===== src/rtl/pipeline_if.sv =====
// Instruction fetch stage: keeps a fetch request to instruction memory open,
// buffers one returned word while ID is stalled, and handles redirects.
module pipeline_if #(
    parameter logic [31:0] RESET_PC = 32'h0000_0000
) (
    input  logic        clk,
    input  logic        rst,
    input  logic        stall,
    input  logic        branch_tag,
    input  logic [31:0] branch_target,
    output logic        mem_req,
    output logic [31:0] mem_addr,
    input  logic        mem_ready,
    input  logic [31:0] mem_data,
    output logic [31:0] inst,
    output logic [31:0] pc_out,
    output logic        inst_valid
);

    typedef enum logic [1:0] {
        IDLE    = 2'd0,
        FETCH   = 2'd1,
        HOLD    = 2'd2,
        DISCARD = 2'd3
    } state_t;

    state_t      state;
    state_t      state_nxt;

    logic [31:0] pc;
    logic [31:0] pc_nxt;
    logic [31:0] addr_nxt;
    logic [31:0] inst_nxt;
    logic [31:0] pc_out_nxt;
    logic        valid_nxt;

    logic [31:0] skid_data;
    logic [31:0] skid_pc;
    logic        skid_valid;
    logic [31:0] skid_data_nxt;
    logic [31:0] skid_pc_nxt;
    logic        skid_valid_nxt;

    logic [31:0] target;
    logic [31:0] pc_inc;
    logic        slot_free;
    logic        consumed;

    assign target    = {branch_target[31:2], 2'b00};
    assign pc_inc    = pc + 32'd4;
    assign slot_free = !inst_valid || !stall;
    assign consumed  = inst_valid && !stall;

    always_ff @(posedge clk or posedge rst) begin
        if (rst) begin
            state <= IDLE;
        end else begin
            state <= state_nxt;
        end
    end

    always_comb begin
        state_nxt = state;
        case (state)
            IDLE: begin
                state_nxt = FETCH;
            end
            FETCH: begin
                if (branch_tag) begin
                    state_nxt = mem_ready ? FETCH : DISCARD;
                end else if (mem_ready && !slot_free) begin
                    state_nxt = HOLD;
                end
            end
            HOLD: begin
                if (branch_tag || !stall) begin
                    state_nxt = FETCH;
                end
            end
            DISCARD: begin
                if (mem_ready) begin
                    state_nxt = FETCH;
                end
            end
            default: begin
                state_nxt = IDLE;
            end
        endcase
    end

    always_comb begin
        mem_req        = (state == FETCH) || (state == DISCARD);
        pc_nxt         = pc;
        addr_nxt       = mem_addr;
        inst_nxt       = inst;
        pc_out_nxt     = pc_out;
        valid_nxt      = inst_valid;
        skid_data_nxt  = skid_data;
        skid_pc_nxt    = skid_pc;
        skid_valid_nxt = skid_valid;

        // A redirect flushes the output slot and skid in every state.
        if (branch_tag) begin
            valid_nxt      = 1'b0;
            inst_nxt       = 32'h0;
            skid_valid_nxt = 1'b0;
            pc_nxt         = target;
        end

        case (state)
            IDLE: begin
                addr_nxt = branch_tag ? target : pc;
            end
            FETCH: begin
                if (branch_tag) begin
                    if (mem_ready) begin
                        addr_nxt = target;
                    end
                end else if (mem_ready) begin
                    if (slot_free) begin
                        inst_nxt   = mem_data;
                        pc_out_nxt = mem_addr;
                        valid_nxt  = 1'b1;
                    end else begin
                        skid_data_nxt  = mem_data;
                        skid_pc_nxt    = mem_addr;
                        skid_valid_nxt = 1'b1;
                    end
                    pc_nxt   = pc_inc;
                    addr_nxt = pc_inc;
                end else if (consumed) begin
                    valid_nxt = 1'b0;
                    inst_nxt  = 32'h0;
                end
            end
            HOLD: begin
                if (branch_tag) begin
                    addr_nxt = target;
                end else if (!stall) begin
                    inst_nxt       = skid_valid ? skid_data : 32'h0;
                    pc_out_nxt     = skid_pc;
                    valid_nxt      = skid_valid;
                    skid_valid_nxt = 1'b0;
                end
            end
            DISCARD: begin
                if (mem_ready) begin
                    addr_nxt = branch_tag ? target : pc;
                end
            end
            default: begin
                addr_nxt = pc;
            end
        endcase
    end

    always_ff @(posedge clk or posedge rst) begin
        if (rst) begin
            pc         <= RESET_PC;
            mem_addr   <= RESET_PC;
            inst       <= 32'h0;
            pc_out     <= 32'h0;
            inst_valid <= 1'b0;
            skid_data  <= 32'h0;
            skid_pc    <= 32'h0;
            skid_valid <= 1'b0;
        end else begin
            pc         <= pc_nxt;
            mem_addr   <= addr_nxt;
            inst       <= inst_nxt;
            pc_out     <= pc_out_nxt;
            inst_valid <= valid_nxt;
            skid_data  <= skid_data_nxt;
            skid_pc    <= skid_pc_nxt;
            skid_valid <= skid_valid_nxt;
        end
    end

endmodule


===== config.mk =====
export PLATFORM = sky130hd
export DESIGN_NAME = pipeline_if
export DESIGN_NICKNAME = d
export VERILOG_FILES = /design/src/rtl/pipeline_if.sv
export SDC_FILE = /design/constraint.sdc
export NUM_CORES = 1
export LEC_CHECK = 0
export ABC_CLOCK_PERIOD_IN_PS = 6300
export CAP_MARGIN = 20
export CORE_ASPECT_RATIO = 1.2
export CORE_MARGIN = 2
export CORE_UTILIZATION = 31
export DETAILED_ROUTE_END_ITERATION = 12
export GPL_TIMING_DRIVEN = 0
export PLACE_DENSITY = 0.61
export SYNTH_ARGS = -nofsm -noshare
export SYNTH_HDL_FRONTEND = slang
export SYNTH_SLANG_ARGS = --single-unit

===== constraint.sdc =====
create_clock -name clk -period 6.3 [get_ports clk]
set_input_delay 1.26 -clock clk [delete_from_list [all_inputs] [get_ports clk]]
set_output_delay 1.26 -clock clk [all_outputs]
set_load 0.005 [all_outputs]

# Yosys cells after proc, flatten, opt, wreduce, memory -nomap -nowiden
# Index checks and enable logic that the tools add are counted.
[classes]
n_addsub = 1
n_mul = 0
div = 0
n_lt_le_gt_ge = 0
n_eq_ne = 12
shift = 0
n_mux = 46
bitwise_logic = 2
reduce_logical = 14
[op_table]
columns = ["cell", "n"]
rows = [
  ["two-way mux 32 bit", 22],
  ["case mux 32 bit (2 select lines)", 2],
  ["case mux 32 bit (4 select lines)", 1],
  ["adder 32 x 3 -> 32 bit (second input constant)", 1],
  ["inequality test 2 bit (second input constant)", 8],
  ["two-way mux 1 bit", 13],
  ["two-way mux 2 bit", 5],
  ["case mux 2 bit (4 select lines)", 1],
  ["AND reduction 3 bit", 2],
  ["AND reduction 6 bit", 1],
  ["equality test 2 bit (second input constant)", 2],
  ["case mux 1 bit (2 select lines)", 2],
  ["AND reduction 4 bit", 1],
  ["logical NOT 1 bit", 3],
  ["logical OR 1 bit", 3],
  ["inequality test 3 bit (second input constant)", 1],
  ["equality test 2 x 1 -> 1 bit (second input constant)", 1],
  ["logical AND 1 bit", 2],
  ["logical NOT 2 bit", 1],
  ["NOT 1 bit", 2],
  ["nonzero test 2 bit", 1],
]
[totals]
regBits = 196
latch_bits = 0
ramBits = 0
rom_bits = 0
input_bits = 69
out_inout_bits = 98
word_cells = 84
mem_count = 0

# Longest topological paths before layout
# Gate-level depths: netlist (run 1).
[depth]
word_depth = 7
depth_mapped = 9
ltp_nobuf = 7

# Least setup slack after synthesis (run 1)
# No wires, ideal clock.
[synth_timing]
path_kind = "in2reg"
startpoint = "in branch_tag"
endpoint = "reg skid_data[29]"
setup_time_ns = 0.125
arrival_ns = 2.852
required_ns = 6.175
slack_ns = 3.323
cell_stages = 7
n_path_buf = 3
cell_sequence = "clkbuf_1 > nor2b_1 > clkbuf_1 > nand2_1 > nor2_1 > buf_2 > mux2_2"
[synth_via]
elab_chain_cells = 2
[synth_lines]
columns = ["element", "line_no", "text"]
rows = [
  ["start: declaration", "9", "input logic branch_tag,"],
  ["NOT 1 bit (no source line)", "-", ""],
  ["AND reduction 4 bit (no source line)", "-", ""],
  ["end signal: assignment", "173", "skid_data <= skid_data_nxt;"],
  ["end: declaration", "37", "logic [31:0] skid_data;"],
]
# Every way passes these cells.
# A chain may end at the register's enable or synchronous reset.

# Worst setup path after layout (run 1)
[layout_timing]
startpoint = "in branch_tag"
endpoint = "reg skid_data[3]"
# The elaborated chain is that of the path after synthesis.

==> results of run 1 <==
==> worst reg2reg max path, cell delays in order, from the launching register on <==
cell and delay [ns]:
dfrtp_1 0.42, inv_1 0.07, ha_1 0.21, nor2b_1 0.15
clkbuf_1 0.43, nand2_1 0.19, nor2_1 0.78, buf_2 0.47
mux2_2 0.39
==> metrics by stage <==
step                util [%]  cell area, um^2  setup slack, ns  total power, uW  hold WS (ns)
floorplan                  -             9635            2.508             3049        0.4455
global placement       38.42            11740           0.7299             4048        0.4606
detailed placement     38.80            11860            2.248             4100        0.4742
CTS                    40.67            12430            2.665             5218        0.4907
global route           40.68            12430            2.610             5518        0.5027
finish                 40.68            12430            2.748             5176        0.4855
==> power by group through the flow <==
stage                     Sequential (uW)  Clock (uW)  Combinational (uW)
after global placement               1990           0                2050
after floorplan                      1940           0                1100
final                                1980        1100                2100
after global routing                 2040        1180                2300
after detailed placement             2010           0                2090
after CTS                            1990        1130                2100
==> Yosys cell counts, types with 4 or more instances <==
cell,instances
a211oi_1,4
a21oi_1,55
a221o_1,12
a221oi_1,12
a22oi_1,33
a311oi_1,33
a31oi_1,7
buf_1,5
buf_2,15
clkbuf_1,58
dfrtp_1,196
ha_1,4
inv_1,17
mux2_2,63
mux2i_1,42
nand2_1,78
nand3_1,11
nand4_1,10
nor2_1,96
nor2b_1,5
nor3_1,23
nor4_1,7
o21a_1,5
o21ai_0,72
o21bai_1,9
o22ai_1,6
xnor2_1,11
xor2_1,8
==> flip-flops by register name, summed over array words and instances, names as in the netlist <==
name	cells
mem_addr	32
inst	32
skid_pc	32
state	2
pc	32
pc_out	32
inst_valid	1
skid_data	32
skid_valid	1
==> worst paths after layout <==
check                           startpoint       endpoint  slack (ns)  cells past startpoint
worst max-delay path            branch_tag   skid_data[3]        2.75                      7
worst min-delay path              inst[24]       inst[24]        0.49                      2
worst max register to register    state[1]   skid_data[3]        3.10                      8
worst min register to register    inst[24]       inst[24]        0.49                      2
max in group asynchronous              rst     pc_out[18]        4.18                      4
min in group asynchronous              rst  skid_data[28]        1.23                      2
==> cell usage in the layout, fill, tap and decap left out, types with 7 or more instances in the layout <==
cell             synthesis  routed
dfrtp_1                196     196
clkdlybuf4s50_1          0     161
nor2_1                  96      96
nand2_1                 78      78
o21ai_0                 72      72
mux2_2                  63      63
clkbuf_1                58      60
a21oi_1                 55      55
mux2i_1                 42      42
a22oi_1                 33      33
a311oi_1                33      33
nor3_1                  23      23
clkbuf_16                0      17
inv_1                   17      16
buf_2                   15      16
a221oi_1                12      12
a221o_1                 12      12
xnor2_1                 11      11
nand3_1                 11      11
nand4_1                 10      10
o21bai_1                 9       9
xor2_1                   8       8
nor4_1                   7       7
a31oi_1                  7       7
==> area by class of cell <==
| type | instances | area (um^2) |
|---|---|---|
| Antenna cell | 1 | 2.502 |
| Buffer | 83 | 341.6 |
| Clock buffer | 19 | 432.9 |
| Clock inverter | 13 | 138.9 |
| Fill cell | 2984 | 18130 |
| Inverter | 18 | 71.32 |
| Multi-Input combinational cell | 651 | 4318 |
| Sequential cell | 196 | 4905 |
| Tap cell | 396 | 495.5 |
| Timing Repair Buffer | 168 | 1728 |
==> kinds of logic after synthesis <==
kind of cell	count (synthesis)
AOI/OAI and AO/OA	269
xor gates and xnor gates	20
buffers and inverters	101
DFF	196
adders and majority gates	4
and+or+nand+nor	250
muxes	108
==> per-layer routing <==
metal	wire [um]	part of all wire (%)
met1	12690	42
met2	14890	49
met3	2083	6.8
met4	742	2.4
met5	25	0.082
==> metrics.md, run 1 <==
| Metric | Value |
|---|---|
| Status | complete, no violations |
| Drt first-iter violations | 626 |
| MaxCap Viol Count | 0 |
| WP data required | 6.63 ns |
| Mapped Area | 9632 um^2 |
| Crit-path most repeated cell | clkbuf_1 |
| Die W | 164.9 um |
| Sequential Power Share | 38.3% |
| # hold bufs at CTS | 0 |
| CTS Buf Count | 17 |
| Post-Synth Adder-Cell Area | 0.5196% |
| # nets final | 1,208 |
| Reported net switching power | 1952 uW |
| XOR/XNOR share of the synthesized area | 1.897% |
| Antenna violations before repair | 4 |
| Core ar. | 30,570 um^2 |
| EDFF count, synth | 0 |
| Switch share | 37.71% |
| Register bit total from synthesis | 196 |
| Worst Setup Start Kind | primary input |
| Cell Pwr Density | 416.3 nW/um^2 |
| Initial Util | 31.51% |
| Cell count after synthesis | 948 |
| Layout area overhead | 29.09% |
| Lkg Pwr | 0.004961 uW |
| Vias in the first global route | 8,269 |
| Post-DP HPWL | 21,670 um |
| Netlist cell types | 62 |
| Area leader, netlist | dfrtp_1 |
| Largest fanout on the critical path | 10 |
| Dpl cells | 1,512 |
| CTS sink cnt | 196 |
| First-pass GRT wire length | 47,130 um |
| Dominant cells by area after synthesis | dfrtp_1 51%, mux2_2 7.4%, mux2i_1 4.4%, o21ai_0 3.7%, nor2_1 3.7% |
| DRC viols | 0 |
| Root Driver | clkbuf_16 |
| Net Count, Synth | 1,021 |
| Main synth FF type | dfrtp_1 |
| GR Util met3 | 4.451% |
| Crit path kind | in2reg |
| Maximum vdd drop | 0.1802 mV |
| Final setup fails | 0 |
| Compound-Gate Fraction of Synth Area | 18.59% |
| Min-Delay Path Class | reg2reg |
| Rows | 70 |
| Async SR Flop Fraction | 100.0% |
| GRT overflow | 0 |
| Share of the synthesized area in the top cell type | 50.92% |
| Worst EP arrival | 3.89 ns |
| PostCTS Resize Cnt | 0 |
| Slowest stage delay, CP | 0.78 ns |
| Clock Skews | 0.01790 ns |
| Power Internal | 3224 uW |
| Count of pins over their slew limit | 0 |
| CP cell instances | clkbuf_1 > nor2b_1 > clkbuf_1 > nand2_1 > nor2_1 > buf_2 > mux2_2 |
| Die Area | 32,500 um^2 |
| Buffers & Inverters on Critical Path | 3 |
| I/O Buffers | 161 |
| Worst skew pair latency | 0.46 ns |
| Slew @ Worst Pin | 1.011 ns |
| Overall die height | 197.1 um |
| Largest family of logic cells by synthesized area | compound AO/OA/AOI/OAI gates |
| # IOs | 167 |
| Clock period minus final worst setup slack | 3.552 ns |
| Setup TNS | 0 ns |
| Sequential-to-total area share from yosys stat | 50.92% |
| GRT Total Usage | 18.92% |
| Syn avg cell area | 10.16 um^2 |
| First drt pass iteration count | 6 |
| Slew HR | 31.97% |
| Vias per cell | 5.397 |
| Simple-Gate Fraction of Synth Area | 11.74% |
| Met1 Use GR | 23.72% |
| Power share of the clock group | 21.2% |
| Average wire per standard cell | 19.70 um |
| RSZ-0062 raised after global routing | no |
| CTS tree | yes |
| Slowest-stage cell, CP | nor2_1 |
| Post-Layout Cell Count | 1,545 |
| Fmax | 0.2815 GHz |
| Mux contribution to synthesized area | 12.08% |
| Worst Setup End Kind | flip-flop |
| H-tree depth | 4 |
| Total number of vias | 8,339 |
| Combinational share of power | 40.5% |
| Final RePlAce weighted congestion | 0.8792 |
| Worst path top cell family by delay | simple AND/OR/NAND/NOR gates |
| Synth warn | 0 |
| CTS clk-pin slew, worst paths | 0.07 ns |
| CTS max path bufs | 2 |
| ANT nets after route | 0 |
| Largest net degree at the start of global routing | 41 |
| Final worst-path cycle share | 56.38% |
| Busiest layer in global routing | met2 |
| Layout cell share with drive strength beyond 1 | 11.24% |
| Post-CTS Setup Inserts | 0 |
| Detailed Route WL | 30,430 um |
| Endpoints failing hold | 0 |
| Met2 usage | 31.72% |
Power figures use the tool's default switching activity.
==> inputs of run 2 (changes only) <==
--- a/config.mk
+++ b/config.mk
@@ -5,7 +5,7 @@
 export SDC_FILE = /design/constraint.sdc
 export NUM_CORES = 1
 export LEC_CHECK = 0
-export ABC_CLOCK_PERIOD_IN_PS = 6300
+export ABC_CLOCK_PERIOD_IN_PS = 3120
 export CAP_MARGIN = 20
 export CORE_ASPECT_RATIO = 1.2
 export CORE_MARGIN = 2
==> constraint.sdc (replaced) <==
create_clock -name clk -period 3.12 [get_ports clk]
set_input_delay 0.624 -clock clk [delete_from_list [all_inputs] [get_ports clk]]
set_output_delay 0.624 -clock clk [all_outputs]
set_load 0.005 [all_outputs]
==> metrics.md, run 2 (synthesized netlist as in run 1, its figures left out) <==
| Metric | Value |
|---|---|
| Status | complete, no violations (unchanged) |
| DRC viols | 0 (unchanged) |
| Die Area | 32,500 um^2 (unchanged) |
| # nets final | 1,208 (unchanged) |
| Crit path kind | reg2reg (was in2reg) |
| Fmax | 0.3425 GHz |
| CP startpoint | state[1] (was branch_tag) |
| # fillers | 2,982 (was 2,984) |
| Dpl cells | 1,512 (unchanged) |
| Largest fanout on the critical path | 10 (unchanged) |
| Layout cell share with drive strength beyond 1 | 11.41% (was 11.24%) |
| CTS clk-pin slew, worst paths | 0.07 ns (about the same) |
| Count of pins over their slew limit | 0 (unchanged) |
| Initial Util | 31.51% (unchanged) |
| Worst Setup End Kind | flip-flop (unchanged) |
| Setup TNS | 0 ns (unchanged) |
| Post-Layout Cell Count | 1,545 (unchanged) |
| Util after Layout | 40.69% (was 40.68%) |
| Hold path depth | 2 (unchanged) |
| GRT Total Usage | 18.92% (unchanged) |
| Lkg Pwr | 0.004961 uW (about the same) |
| Power share of the clock group | 21.2% (about the same) |
| GRT overflow | 0 (unchanged) |
| Reported net switching power | 3943 uW (was 1952 uW) |
| Cell Pwr Density | 840.4 nW/um^2 (was 416.3 nW/um^2) |
| Min-Delay Path Class | reg2reg (unchanged) |
| Vias in the first global route | 8,269 (unchanged) |
| Worst skew pair latency | 0.46 ns (about the same) |
| Detailed Route WL | 30,440 um (was 30,430 um) |
| RSZ-0062 raised after global routing | no (unchanged) |
| Drt first-iter violations | 590 (was 626) |
| Worst EP arrival | 3.25 ns (was 3.89 ns) |
| R2R Path Start | state[1] (unchanged) |
| Most frequent cells in the layout | 196 x dfrtp_1, 161 x clkdlybuf4s50_1, 94 x nor2_1 (was 196 x dfrtp_1, 161 x clkdlybuf4s50_1, 96 x nor2_1) |
| Slew HR | 34.01% (was 31.97%) |
| Commonest non-fill, non-tap cell in the layout | dfrtp_1 (unchanged) |
| Post-DP HPWL | 21,670 um (unchanged) |
| H-tree depth | 4 (unchanged) |
| MaxCap Viol Count | 0 (unchanged) |
| # IOs | 167 (unchanged) |
| Root Driver | clkbuf_16 (unchanged) |
| ANT nets after route | 0 (unchanged) |
| Switch share | 37.72% (was 37.71%) |
| Worst hold start | inst[24] (unchanged) |
| Core ar. | 30,570 um^2 (unchanged) |
| I/O Buffers | 161 (unchanged) |
| Clock Skews | 0.01820 ns (was 0.01790 ns) |
| Vias per cell | 5.401 (was 5.397) |
| First-pass GRT wire length | 47,130 um (unchanged) |
| Largest net degree at the start of global routing | 41 (unchanged) |
| Final RePlAce weighted congestion | 0.8792 (unchanged) |
| Endpoints failing hold | 0 (unchanged) |
| CTS sink cnt | 196 (unchanged) |
| Power Internal | 6510 uW (was 3224 uW) |
| Antenna violations before repair | 4 (unchanged) |
| Rows | 70 (unchanged) |
| Final setup fails | 0 (unchanged) |
| Die W | 164.9 um (unchanged) |
| Overall die height | 197.1 um (unchanged) |
| CTS tree | yes (unchanged) |
| Worst r2r path cells | 8 (unchanged) |
| Sequential Power Share | 38.3% (about the same) |
| Clock period minus final worst setup slack | 2.919 ns |
| Maximum vdd drop | 0.3628 mV (was 0.1802 mV) |
| Worst Setup Start Kind | flip-flop (was primary input) |
| Layout area overhead | 29.14% (was 29.09%) |
| WP data required | 3.45 ns (was 6.63 ns) |
| Combinational share of power | 40.5% (about the same) |
| Final worst-path cycle share | 93.57% |
| First drt pass iteration count | 7 (was 6) |
| Total number of vias | 8,345 (was 8,339) |
| CTS max path bufs | 2 (unchanged) |
| CTS Buf Count | 17 (unchanged) |
| Average wire per standard cell | 19.70 um (about the same) |
| Slew @ Worst Pin | 0.9808 ns (was 1.011 ns) |
## run 2: cell counts in the layout (fill, tap and decap cells not counted)
No cell type changed its count.
## run 2: area by class of cell
| type | count | area, um^2 | area share (%) |
|---|---|---|---|
| sequential | 196 | 4905 | 39.43 |
| multi-input combinational | 651 | 4323 | 34.76 |
| timing repair buffer | 168 | 1728 | 13.89 |
| tap | 396 | 495.5 | 3.983 |
| clock buffer | 19 | 432.9 | 3.481 |
| buffer | 83 | 341.6 | 2.746 |
| clock inverter | 13 | 138.9 | 1.117 |
| inverter | 18 | 71.32 | 0.5734 |
| antenna | 1 | 2.502 | 0.02012 |
## run 2: what timing repair did
| action | CTS | global route |
|---|---|---|
| setup endpoints to repair | 60 | 15 |
| hold buffers | 0 | 0 |
| gates resized for setup | 1 | 1 |
| hold endpoints to repair | 0 | 0 |
| buffers inserted | 0 | 0 |
## run 2: final timing paths
path	slack [ns]	endpoint
setup reg to reg	0.20	skid_data[3]
hold reg to reg	0.49	inst[24]
hold / removal	0.49	inst[24]
max in group asynchronous	1.64	pc_out[18]
min in group asynchronous	0.60	skid_data[28]
setup / recovery	0.20	skid_data[3]
## run 2: worst max-delay path, stage by stage, from the launching register on
cell and delay, ns:
dfrtp_1 0.42, inv_1 0.07, ha_1 0.22, nor2b_1 0.15
clkbuf_1 0.43, nand2_1 0.20, nor2_2 0.52, buf_2 0.42
mux2_2 0.38
## run 2: stage by stage
| stage | hold slack [ns] | power (uW) | cell area [um^2] | setup slack, ns |
|---|---|---|---|---|
| 4_1_cts | 0.4907 | 10540 | 12430 | 0.1176 |
| 3_5_place_dp | 0.4742 | 8279 | 11860 | -0.2956 |
| 2_1_floorplan | 0.4455 | 6157 | 9635 | -0.03638 |
| 3_3_place_gp | 0.4606 | 8174 | 11740 | -1.814 |
| 6_report | 0.4855 | 10450 | 12440 | 0.2007 |
| 5_1_grt | 0.5027 | 11150 | 12440 | 0.04067 |
## run 2: per-layer routing
layer,global-route usage (%),up-vias,wire [um]
li1,-,3844,-
met1,23.72,4132,12800
met2,31.72,301,14790
met3,4.451,64,1957
met4,6.892,4,869
met5,0,-,15
## run 2: power groups by stage
stage / clock network, uW / logic, uW / registers [uW]
after floorplan: 0 / 2230 / 3930
after global placement: 0 / 4150 / 4030
after detailed placement: 0 / 4220 / 4060
after CTS: 2280 / 4240 / 4020
after global routing: 2380 / 4640 / 4130
final: 2210 / 4240 / 4000
==> inputs of run 3 (changes only) <==
--- a/config.mk
+++ b/config.mk
@@ -10,6 +10,7 @@
 export CORE_ASPECT_RATIO = 1.2
 export CORE_MARGIN = 2
 export CORE_UTILIZATION = 31
+export CTS_CLUSTER_DIAMETER = 50
 export DETAILED_ROUTE_END_ITERATION = 12
 export GPL_TIMING_DRIVEN = 0
 export PLACE_DENSITY = 0.61
==> results of run 3 <==
The final DEF is identical to that of run 2; final timing and power are the same.
